**src/rtl/div_pkg.sv**
```systemverilog
// Shared types and constants for the signed fixed-point divider.
package div_pkg;

  typedef enum logic [1:0] {IDLE, CALC, DONE} state_e;

  function automatic int iter_cnt(input int n, input int q, input int r);
    return (n + q) / r;
  endfunction

  // Saturation bit patterns of an n-bit two's-complement result.
  function automatic logic [63:0] sat_max(input int n);
    return (64'd1 << (n - 1)) - 64'd1;
  endfunction

  function automatic logic [63:0] sat_min(input int n);
    return 64'd1 << (n - 1);
  endfunction

endpackage

```
**src/rtl/div_core_uq.sv**
```systemverilog
// Unsigned restoring stage: R quotient bits per call, purely combinational.
module div_core_uq #(
  parameter int N = 32,
  parameter int W = 47,
  parameter int R = 1
) (
  input  logic [N-1:0] rem,
  input  logic [W-1:0] num,
  input  logic [N-1:0] dvs,
  output logic [N-1:0] rem_nxt,
  output logic [W-1:0] num_nxt,
  output logic [R-1:0] q
);

  always_comb begin
    logic [N:0]   trial;
    logic [N:0]   diff;
    logic [N-1:0] r;
    logic [W-1:0] n;
    r     = rem;
    n     = num;
    q     = '0;
    trial = '0;
    diff  = '0;
    // rem < dvs <= 2^(N-1), so the trial value never exceeds N significant bits
    for (int i = 0; i < R; i++) begin
      trial = {r, n[W-1]};
      n     = n << 1;
      diff  = trial - {1'b0, dvs};
      if (trial >= {1'b0, dvs}) begin
        r           = diff[N-1:0];
        q[R-1-i]    = 1'b1;
      end else begin
        r           = trial[N-1:0];
      end
    end
    rem_nxt = r;
    num_nxt = n;
  end

endmodule

```
**src/rtl/div_sign_pipe.sv**
```systemverilog
// Signed Qm.Q divider: sign-magnitude wrapper around an iterative restoring core,
// with valid/ready handshakes, flush, divide-by-zero and saturate/wrap overflow.
module div_sign_pipe
  import div_pkg::*;
#(
  parameter int N   = 32,
  parameter int Q   = 15,
  parameter int R   = 1,
  parameter int SAT = 1
) (
  input  logic         i_clk,
  input  logic         i_rstn,
  input  logic         i_valid,
  output logic         o_ready,
  input  logic [N-1:0] i_dividend,
  input  logic [N-1:0] i_divisor,
  input  logic         i_flush,
  output logic         o_valid,
  input  logic         i_ready,
  output logic [N-1:0] o_quotient,
  output logic         o_overflow,
  output logic         o_dbz
);

  localparam int W    = N + Q;
  localparam int ITER = iter_cnt(N, Q, R);
  localparam int CW   = $clog2(ITER + 1);
  localparam logic [N-1:0] QMAX  = N'(sat_max(N));
  localparam logic [N-1:0] QMIN  = N'(sat_min(N));
  localparam logic [W-1:0] LIM_P = W'(sat_max(N));
  localparam logic [W-1:0] LIM_N = W'(sat_min(N));

  if (!(R == 1 || R == 2 || R == 4) || ((N + Q) % R) != 0 || Q < 0 || Q >= N) begin : g_bad_cfg
    $error("div_sign_pipe: illegal N/Q/R combination");
  end

  state_e        state, state_d;
  logic [CW-1:0] cnt;
  logic          sign;
  logic [N-1:0]  dvs, rem, rem_nxt, mag_dvd, mag_dvs, res;
  logic [W-1:0]  num, num_nxt, quo, quo_nxt, quo_neg;
  logic [R-1:0]  qbits;
  logic          accept, out_hs, last, ovf, dvs_zero;

  assign o_ready  = (state == IDLE);
  assign accept   = i_valid && o_ready;
  assign out_hs   = o_valid && i_ready;
  assign last     = (cnt == CW'(1));
  assign dvs_zero = (i_divisor == '0);
  // N-bit negate maps -2^(N-1) onto the unsigned value 2^(N-1) exactly
  assign mag_dvd  = i_dividend[N-1] ? -i_dividend : i_dividend;
  assign mag_dvs  = i_divisor[N-1]  ? -i_divisor  : i_divisor;

  div_core_uq #(.N(N), .W(W), .R(R)) u_core (
    .rem     (rem),
    .num     (num),
    .dvs     (dvs),
    .rem_nxt (rem_nxt),
    .num_nxt (num_nxt),
    .q       (qbits)
  );

  assign quo_nxt = (quo << R) | W'(qbits);
  assign quo_neg = -quo_nxt;
  assign ovf     = sign ? (quo_nxt > LIM_N) : (quo_nxt > LIM_P);
  assign res     = (ovf && SAT != 0) ? (sign ? QMIN : QMAX)
                                     : (sign ? quo_neg[N-1:0] : quo_nxt[N-1:0]);

  always_comb begin
    state_d = state;
    unique case (state)
      IDLE:    if (accept) state_d = dvs_zero ? DONE : CALC;
      CALC:    if (last)   state_d = DONE;
      DONE:    if (out_hs) state_d = IDLE;
      default: state_d = IDLE;
    endcase
    if (i_flush) state_d = IDLE;
  end

  always_ff @(posedge i_clk) begin
    if (!i_rstn) state <= IDLE;
    else         state <= state_d;
  end

  always_ff @(posedge i_clk) begin
    if (!i_rstn) begin
      o_valid    <= 1'b0;
      o_quotient <= '0;
      o_overflow <= 1'b0;
      o_dbz      <= 1'b0;
      cnt        <= '0;
      sign       <= 1'b0;
      dvs        <= '0;
      rem        <= '0;
      num        <= '0;
      quo        <= '0;
    end else if (i_flush) begin
      o_valid    <= 1'b0;
      o_quotient <= '0;
      o_overflow <= 1'b0;
      o_dbz      <= 1'b0;
    end else begin
      // Result is registered on entry to DONE; o_valid follows one edge later
      o_valid <= (state == DONE) && !out_hs;
      unique case (state)
        IDLE: if (accept) begin
          sign       <= i_dividend[N-1] ^ i_divisor[N-1];
          dvs        <= mag_dvs;
          rem        <= '0;
          num        <= W'(mag_dvd) << Q;
          quo        <= '0;
          cnt        <= CW'(ITER);
          o_dbz      <= dvs_zero;
          o_overflow <= dvs_zero;
          o_quotient <= i_dividend[N-1] ? QMIN : QMAX;
        end
        CALC: begin
          rem <= rem_nxt;
          num <= num_nxt;
          quo <= quo_nxt;
          cnt <= cnt - CW'(1);
          if (last) begin
            o_quotient <= res;
            o_overflow <= ovf;
            o_dbz      <= 1'b0;
          end
        end
        default: ;
      endcase
    end
  end

endmodule

```
**config.mk**
```make
export PLATFORM = sky130hd
export DESIGN_NAME = div_sign_pipe
export DESIGN_NICKNAME = d
export VERILOG_FILES = /design/src/rtl/div_pkg.sv /design/src/rtl/div_core_uq.sv /design/src/rtl/div_sign_pipe.sv
export SDC_FILE = /design/constraint.sdc
export NUM_CORES = 1
export LEC_CHECK = 0
export CORE_ASPECT_RATIO = 1.1
export CORE_MARGIN = 2
export CORE_UTILIZATION = 45
export CTS_BUF_LIST = sky130_fd_sc_hd__clkbuf_4 sky130_fd_sc_hd__clkbuf_8
export DETAILED_ROUTE_END_ITERATION = 8
export DONT_BUFFER_PORTS = 1
export PLACE_DENSITY = 0.59
export SYNTH_ARGS = -nofsm -noshare
export SYNTH_HDL_FRONTEND = slang
export SYNTH_HIERARCHICAL = 1
export SYNTH_SLANG_ARGS = --single-unit
```
**constraint.sdc**
```tcl
create_clock -name i_clk -period 8.5 [get_ports i_clk]
set_clock_uncertainty 0.05 [all_clocks]
set_input_delay 1.7 -clock i_clk [delete_from_list [all_inputs] [get_ports i_clk]]
set_output_delay 1.7 -clock i_clk [all_outputs]
set_load 0.02 [all_outputs]
```
==> metrics.txt, run 1 <==
Starting DRT DRC Count 753; antenna-violating nets left 0; CP startpoint dvs[26]$_SDFFE_PN0P_; Synth Instances 1490; row count 62; final worst path period need 5650 ps; critical path required time 8860 ps; status completed; die area 28130 sq um; main flop type after synthesis dfxtp_1; switching share of power 28.07%; CP max FO 34; port bufs 0; number of synthesized register bits 201; Fill cells 2668; Hold Vio Cnt, Final 0; Skew-Pair Late Insertion Delay 530 ps; final net count 1498; CTS tree yes; highest clock rate 177.0 MHz; Async SR Flop Fraction 0%; root buf cell clkbuf_8; layout cell share with drive strength beyond 1 8.975%; Placer Congestion 0.8988; most frequent cells in the layout dfxtp_1, nor2_1, nand2_1, a21oi_1, a22oi_1; largest net degree at the start of global routing 96; sequential area share after synthesis 33.36%; initial core utilization 46.00%; final non-filler cell total 1767; Area Overhead vs Synth 4.399%; Hold WS 404.5 ps; Syn Area/Cell 8.094 sq um; leakage 4.680 nW; Clock Tree Buf Depth 3; Hold Path Origin dvs[20]$_SDFFE_PN0P_; RSZ-0062 raised after global routing no; total power 2.289 mW; synth warn 6; Least-Margin Pin Slew 1140 ps; EDFF count, synth 0; # H-tree levels 2; postcts setup bufs 0; Post-Syn Nets 1598; Cell Area, Synth 12060 sq um; post-CTS sizing 0; # DRC 0; endpoints failing setup 0; MaxCap Viol Count 0; DIE HEIGHT 175.7 um; Hold Path Class flip-flop to flip-flop; Clock transition at path regs 60 ps; PD cells 181.8 nW/um^2; critical path endpoint category flip-flop; Worst R2R Start dvs[26]$_SDFFE_PN0P_; DR pass1 iterations 5; Overflow after GRT 0; chip width 160.1 um; Tcrit/Tclk final 66.47%; Rel. slew slack 24.02%; CTS hold repair buffers 0; Worst setup SP type flip-flop; P_sw 0.6425 mW; drt via density 5.802; Clk pwr share 41.4%; Slew Limit Fails 0; VDD IR-drop max 0.09513 mV; Int Pwr 1.646 mW; antenna violations before repair 0; Setup TNS 0 ps; first-pass GRT wire length 50.45 mm; vias in the first global route 9886; CTS sink count 201; synth unique cells 72; arrival time at the worst endpoint 6010 ps; most common library cell in the layout ignoring fill and taps dfxtp_1; Ports 105; Combinational Power Share 14.6%; Num CTS Buffers 36; core region area 26220 sq um; Setup CP Type flip-flop to flip-flop; WL/cell 17.10 um; drt total wl 30.21 mm; sequential share of power 43.9%; GRT Resource Usage Total 21.37%; DP Cell Count 1704; Detailed Place HPWL 20.16 mm; via count of the routed design 10.25k; reg2reg setup slack 2850 ps; ant diodes 0
cell type report:
cell class	count	area (sq um)	area share, %
Clock buffer	57	721.9	5.734
Clock inverter	6	45.04	0.3577
Inverter	56	225.2	1.789
Multi-Input combinational cell	1087	7074	56.19
Sequential cell	201	4024	31.96
Tap cell	352	440.4	3.498
Timing Repair Buffer	8	60.06	0.4770
cell families after synthesis:
group,count (synthesis),share of synthesized area (%)
xor gates and xnor gates,115,8.352
adders and majority gates,39,4.108
and+or+nand+nor,452,17.52
AOI/OAI and AO/OA,450,25.02
buffers and inverters,202,8.279
DFF,201,33.36
other,1,0.03109
muxes,30,3.320
sequential cells by signal (all words and copies together), names as in the netlist:
register and cells:
cnt 6, dvs 32, num 47, o_dbz 1, o_overflow 1, o_quotient 32, o_valid 1, quo 46
rem 32, sign 1, state 2
cells in the mapped netlist, types with 6 or more instances:
library cell / number / area (sq um)
inv_1: 53 / 198.9
o31ai_1: 30 / 225.2
a221o_1: 6 / 60.06
mux2_2: 8 / 90.09
a31oi_1: 22 / 137.6
a21o_1: 13 / 97.59
a211oi_1: 27 / 202.7
clkbuf_1: 94 / 352.8
nor2_1: 177 / 664.4
nand2b_1: 10 / 62.56
mux2_4: 18 / 270.3
nand4_1: 17 / 106.4
nand3_1: 28 / 140.1
dfxtp_1: 201 / 4024
or3_1: 10 / 62.56
o21a_1: 6 / 45.04
xnor2_1: 71 / 621.9
nor3_1: 22 / 110.1
nand2_1: 112 / 420.4
a211o_1: 6 / 52.55
o211ai_1: 16 / 120.1
xor2_1: 44 / 385.4
a21oi_1: 100 / 500.5
o41ai_1: 18 / 157.7
or4_1: 8 / 60.06
buf_4: 48 / 360.4
ha_1: 38 / 475.5
nor4_1: 22 / 137.6
o21ai_0: 77 / 385.4
nor2b_1: 10 / 62.56
a22oi_1: 95 / 713.2
metal layers:
layer	GRT usage [%]	vias up	part of all wire, %
met3	4.345	49	4.1
met2	36.20	164	48
li1	-	5147	-
met5	0	-	0
met4	7.357	0	2.9
met1	27.15	4893	45
per-stage QoR:
step	area, sq um	util (%)	worst slack, ps
floorplan	12060	-	4130
global placement	11820	45.09	3072
global route	12590	48.02	2276
CTS	12590	48.02	2805
detailed placement	11820	45.09	2824
finish	12590	48.02	2850
power groups by stage:
stage | combinational, mW | clock (mW) | sequential, mW
2_1_floorplan | 0.289 | 0 | 1.02
3_3_place_gp | 0.334 | 0 | 1.03
3_5_place_dp | 0.335 | 0 | 1.03
4_1_cts | 0.337 | 0.974 | 1.01
5_1_grt | 0.375 | 1.02 | 1.01
6_report | 0.335 | 0.948 | 1.01
critical path, stage by stage, from the launching register on:
cell and delay [ps]:
dfxtp_1 320, inv_1 40, ha_1 360, a21oi_1 240
o21ai_1 140, a21oi_1 170, nor2b_1 60, a211o_1 220
a211oi_1 520, o21a_1 530, inv_12 190, inv_1 110
ha_1 150, nor3b_1 370, nand4_1 460, nor4_1 420
o31a_1 840, o211a_1 260, a211oi_1 50
worst paths after layout:
| check | cells past startpoint | to |
|---|---|---|
| max | 18 | o_quotient[31]$_SDFFE_PP0P_ |
| min | 2 | dvs[20]$_SDFFE_PN0P_ |
| max reg2reg | 18 | o_quotient[31]$_SDFFE_PP0P_ |
| min reg2reg | 2 | dvs[20]$_SDFFE_PN0P_ |
Power figures use the tool's default switching activity.
==> run 2: changes to the inputs <==
--- a/config.mk
+++ b/config.mk
@@ -11,7 +11,7 @@
 export CTS_BUF_LIST = sky130_fd_sc_hd__clkbuf_4 sky130_fd_sc_hd__clkbuf_8
 export DETAILED_ROUTE_END_ITERATION = 8
 export DONT_BUFFER_PORTS = 1
-export PLACE_DENSITY = 0.59
+export PLACE_DENSITY = 0.61
 export SYNTH_ARGS = -nofsm -noshare
 export SYNTH_HDL_FRONTEND = slang
 export SYNTH_HIERARCHICAL = 1
==> constraint.sdc (replaced) <==
create_clock -name i_clk -period 5.1 [get_ports i_clk]
set_clock_uncertainty 0.05 [all_clocks]
set_input_delay 1.02 -clock i_clk [delete_from_list [all_inputs] [get_ports i_clk]]
set_output_delay 1.02 -clock i_clk [all_outputs]
set_load 0.02 [all_outputs]
==> metrics.txt, run 2 (same netlist as run 1, synthesis figures left out) <==
status completed; Largest register FFs 47; Rel. slew slack 23.73%; Reg area 4024 sq um; biggest regs num (47), quo (46); largest net degree at the start of global routing 96; highest clock rate 217.0 MHz; DR pass1 iterations 5; Area Overhead vs Synth 4.969%; antenna-violating nets left 0; critical path required time 5470 ps; crit path cell chain inv_1 > ha_1 > nor2b_1 > o2111ai_1 > a2111o_1 > a31oi_2 > a21oi_2 > o31a_4 > o21a_2 > inv_12 > inv_1 > ha_1 > nor3b_1 > nand4_1 > nor4_1 > or2_2 > o21a_1 > a221o_1; Num CTS Buffers 36; first-pass GRT wire length 51.83 mm; Detailed Place HPWL 21.36 mm; critical path endpoint category flip-flop; Worst path slowest cell a2111o_1; CP max FO 23; Fill cells 2639; RSZ-0062 raised after global routing no; Setup TNS 0 ps; # DRC 0; CTS tree yes; ant diodes 0; Skew-Pair Late Insertion Delay 530 ps; Crit path largest cell delay 500 ps; Clock transition at path regs 70 ps; MaxCap Viol Count 0; core region area 26220 sq um; most common library cell in the layout ignoring fill and taps dfxtp_1; endpoints failing setup 0; Setup CP Type flip-flop to flip-flop; Least-Margin Pin Slew 1144 ps; die area 28130 sq um; area of the multi-input gates 7076 sq um; GRT Resource Usage Total 22.23%; Slew Limit Fails 0; drt total wl 31.28 mm; root buf cell clkbuf_8; vias in the first global route 10.09k; CTS hold repair buffers 0; # H-tree levels 2; Hold WS 400.7 ps; port bufs 0; Worst setup SP type flip-flop; Starting DRT DRC Count 611; final worst path period need 4609 ps; total power 3.852 mW; leakage 4.725 nW; drt via density 5.887; Hold Vio Cnt, Final 0; Overflow after GRT 0; initial core utilization 46.00%; row count 62; layout cell share with drive strength beyond 1 9.621%; DIE HEIGHT 175.7 um; antenna violations before repair 0; Reg with most FFs num; Ports 105; crit-path leading delay family compound AO/OA/AOI/OAI gates; Tcrit/Tclk final 90.38%; WL/cell 17.61 um; via count of the routed design 10.46k; most frequent cells in the layout dfxtp_1, nor2_1, nand2_1, a21oi_1, a22oi_1; CP bufs+invs 3; PD cells 304.3 nW/um^2; chip width 160.1 um; arrival time at the worst endpoint 4980 ps; Placer Congestion 0.8834; VDD IR-drop max 0.1954 mV; final net count 1505; Hold Path Class flip-flop to flip-flop; Clock Tree Buf Depth 3; CTS sink count 201
-- run 2: cell types whose count changed in the layout (fill, tap and decap cells not counted) --
cell,delta
buf_4,+7
clkbuf_4,+3
clkbuf_8,-1
clkinv_2,-1
clkinv_8,-1
inv_12,+1
inv_8,+1
o21a_1,-1
o21a_2,+1
-- run 2: what timing repair did --
action | CTS | global route
resized for setup | 0 | 1
setup buffers | 0 | 0
setup endpoints to repair | 0 | 13
-- run 2: worst paths after layout --
kind,startpoint,endpoint,slack [ps],cells after the start
worst max-delay path,dvs[1]$_SDFFE_PN0P_,o_quotient[30]$_SDFFE_PP0P_,490,18
worst max register to register,dvs[1]$_SDFFE_PN0P_,o_quotient[30]$_SDFFE_PP0P_,490,18
worst min-delay path,dvs[19]$_SDFFE_PN0P_,dvs[19]$_SDFFE_PN0P_,400,2
worst min register to register,dvs[19]$_SDFFE_PN0P_,dvs[19]$_SDFFE_PN0P_,400,2
-- run 2: worst register-to-register path, cell delays in order (launching register included) --
cell,delay (ps)
dfxtp_1,380
inv_1,60
ha_1,290
nor2b_1,180
o2111ai_1,200
a2111o_1,500
a31oi_2,310
a21oi_2,120
o31a_4,320
o21a_2,330
inv_12,180
inv_1,70
ha_1,180
nor3b_1,170
nand4_1,140
nor4_1,80
or2_2,360
o21a_1,240
a221o_1,340
-- run 2: report_power, final --
part	internal (mW)	switching (mW)
logic	0.218	0.348
registers	1.63	0.0499
clock network	0.918	0.690
total	2.76	1.09
-- run 2: layout make-up --
class / instances / share of cell area [%]
well taps: 352 / 3.479
repair buffers: 15 / 0.8895
flip-flops and latches: 201 / 31.79
inverters: 56 / 1.779
clock buffers: 59 / 5.772
multi-input cells: 1087 / 55.89
clock inverters: 6 / 0.4052
-- run 2: metrics by stage --
stage / setup WS, ps / utilization, % / std cells / instance area [sq um]
6_report: 490.8 / 48.28 / 1776 / 12660
5_1_grt: 161.6 / 48.28 / 1776 / 12660
4_1_cts: 423.4 / 48.28 / 1776 / 12660
3_5_place_dp: 434.8 / 45.29 / 1711 / 11880
3_3_place_gp: 535.0 / 45.29 / 1711 / 11880
2_1_floorplan: 730.3 / - / 1490 / 12060
-- run 2: layer usage --
metal | wire [um] | GRT usage, %
met4 | 964 | 8.258
met1 | 13700 | 27.59
met3 | 1432 | 3.872
met2 | 15190 | 38.65
met5 | 0 | 0
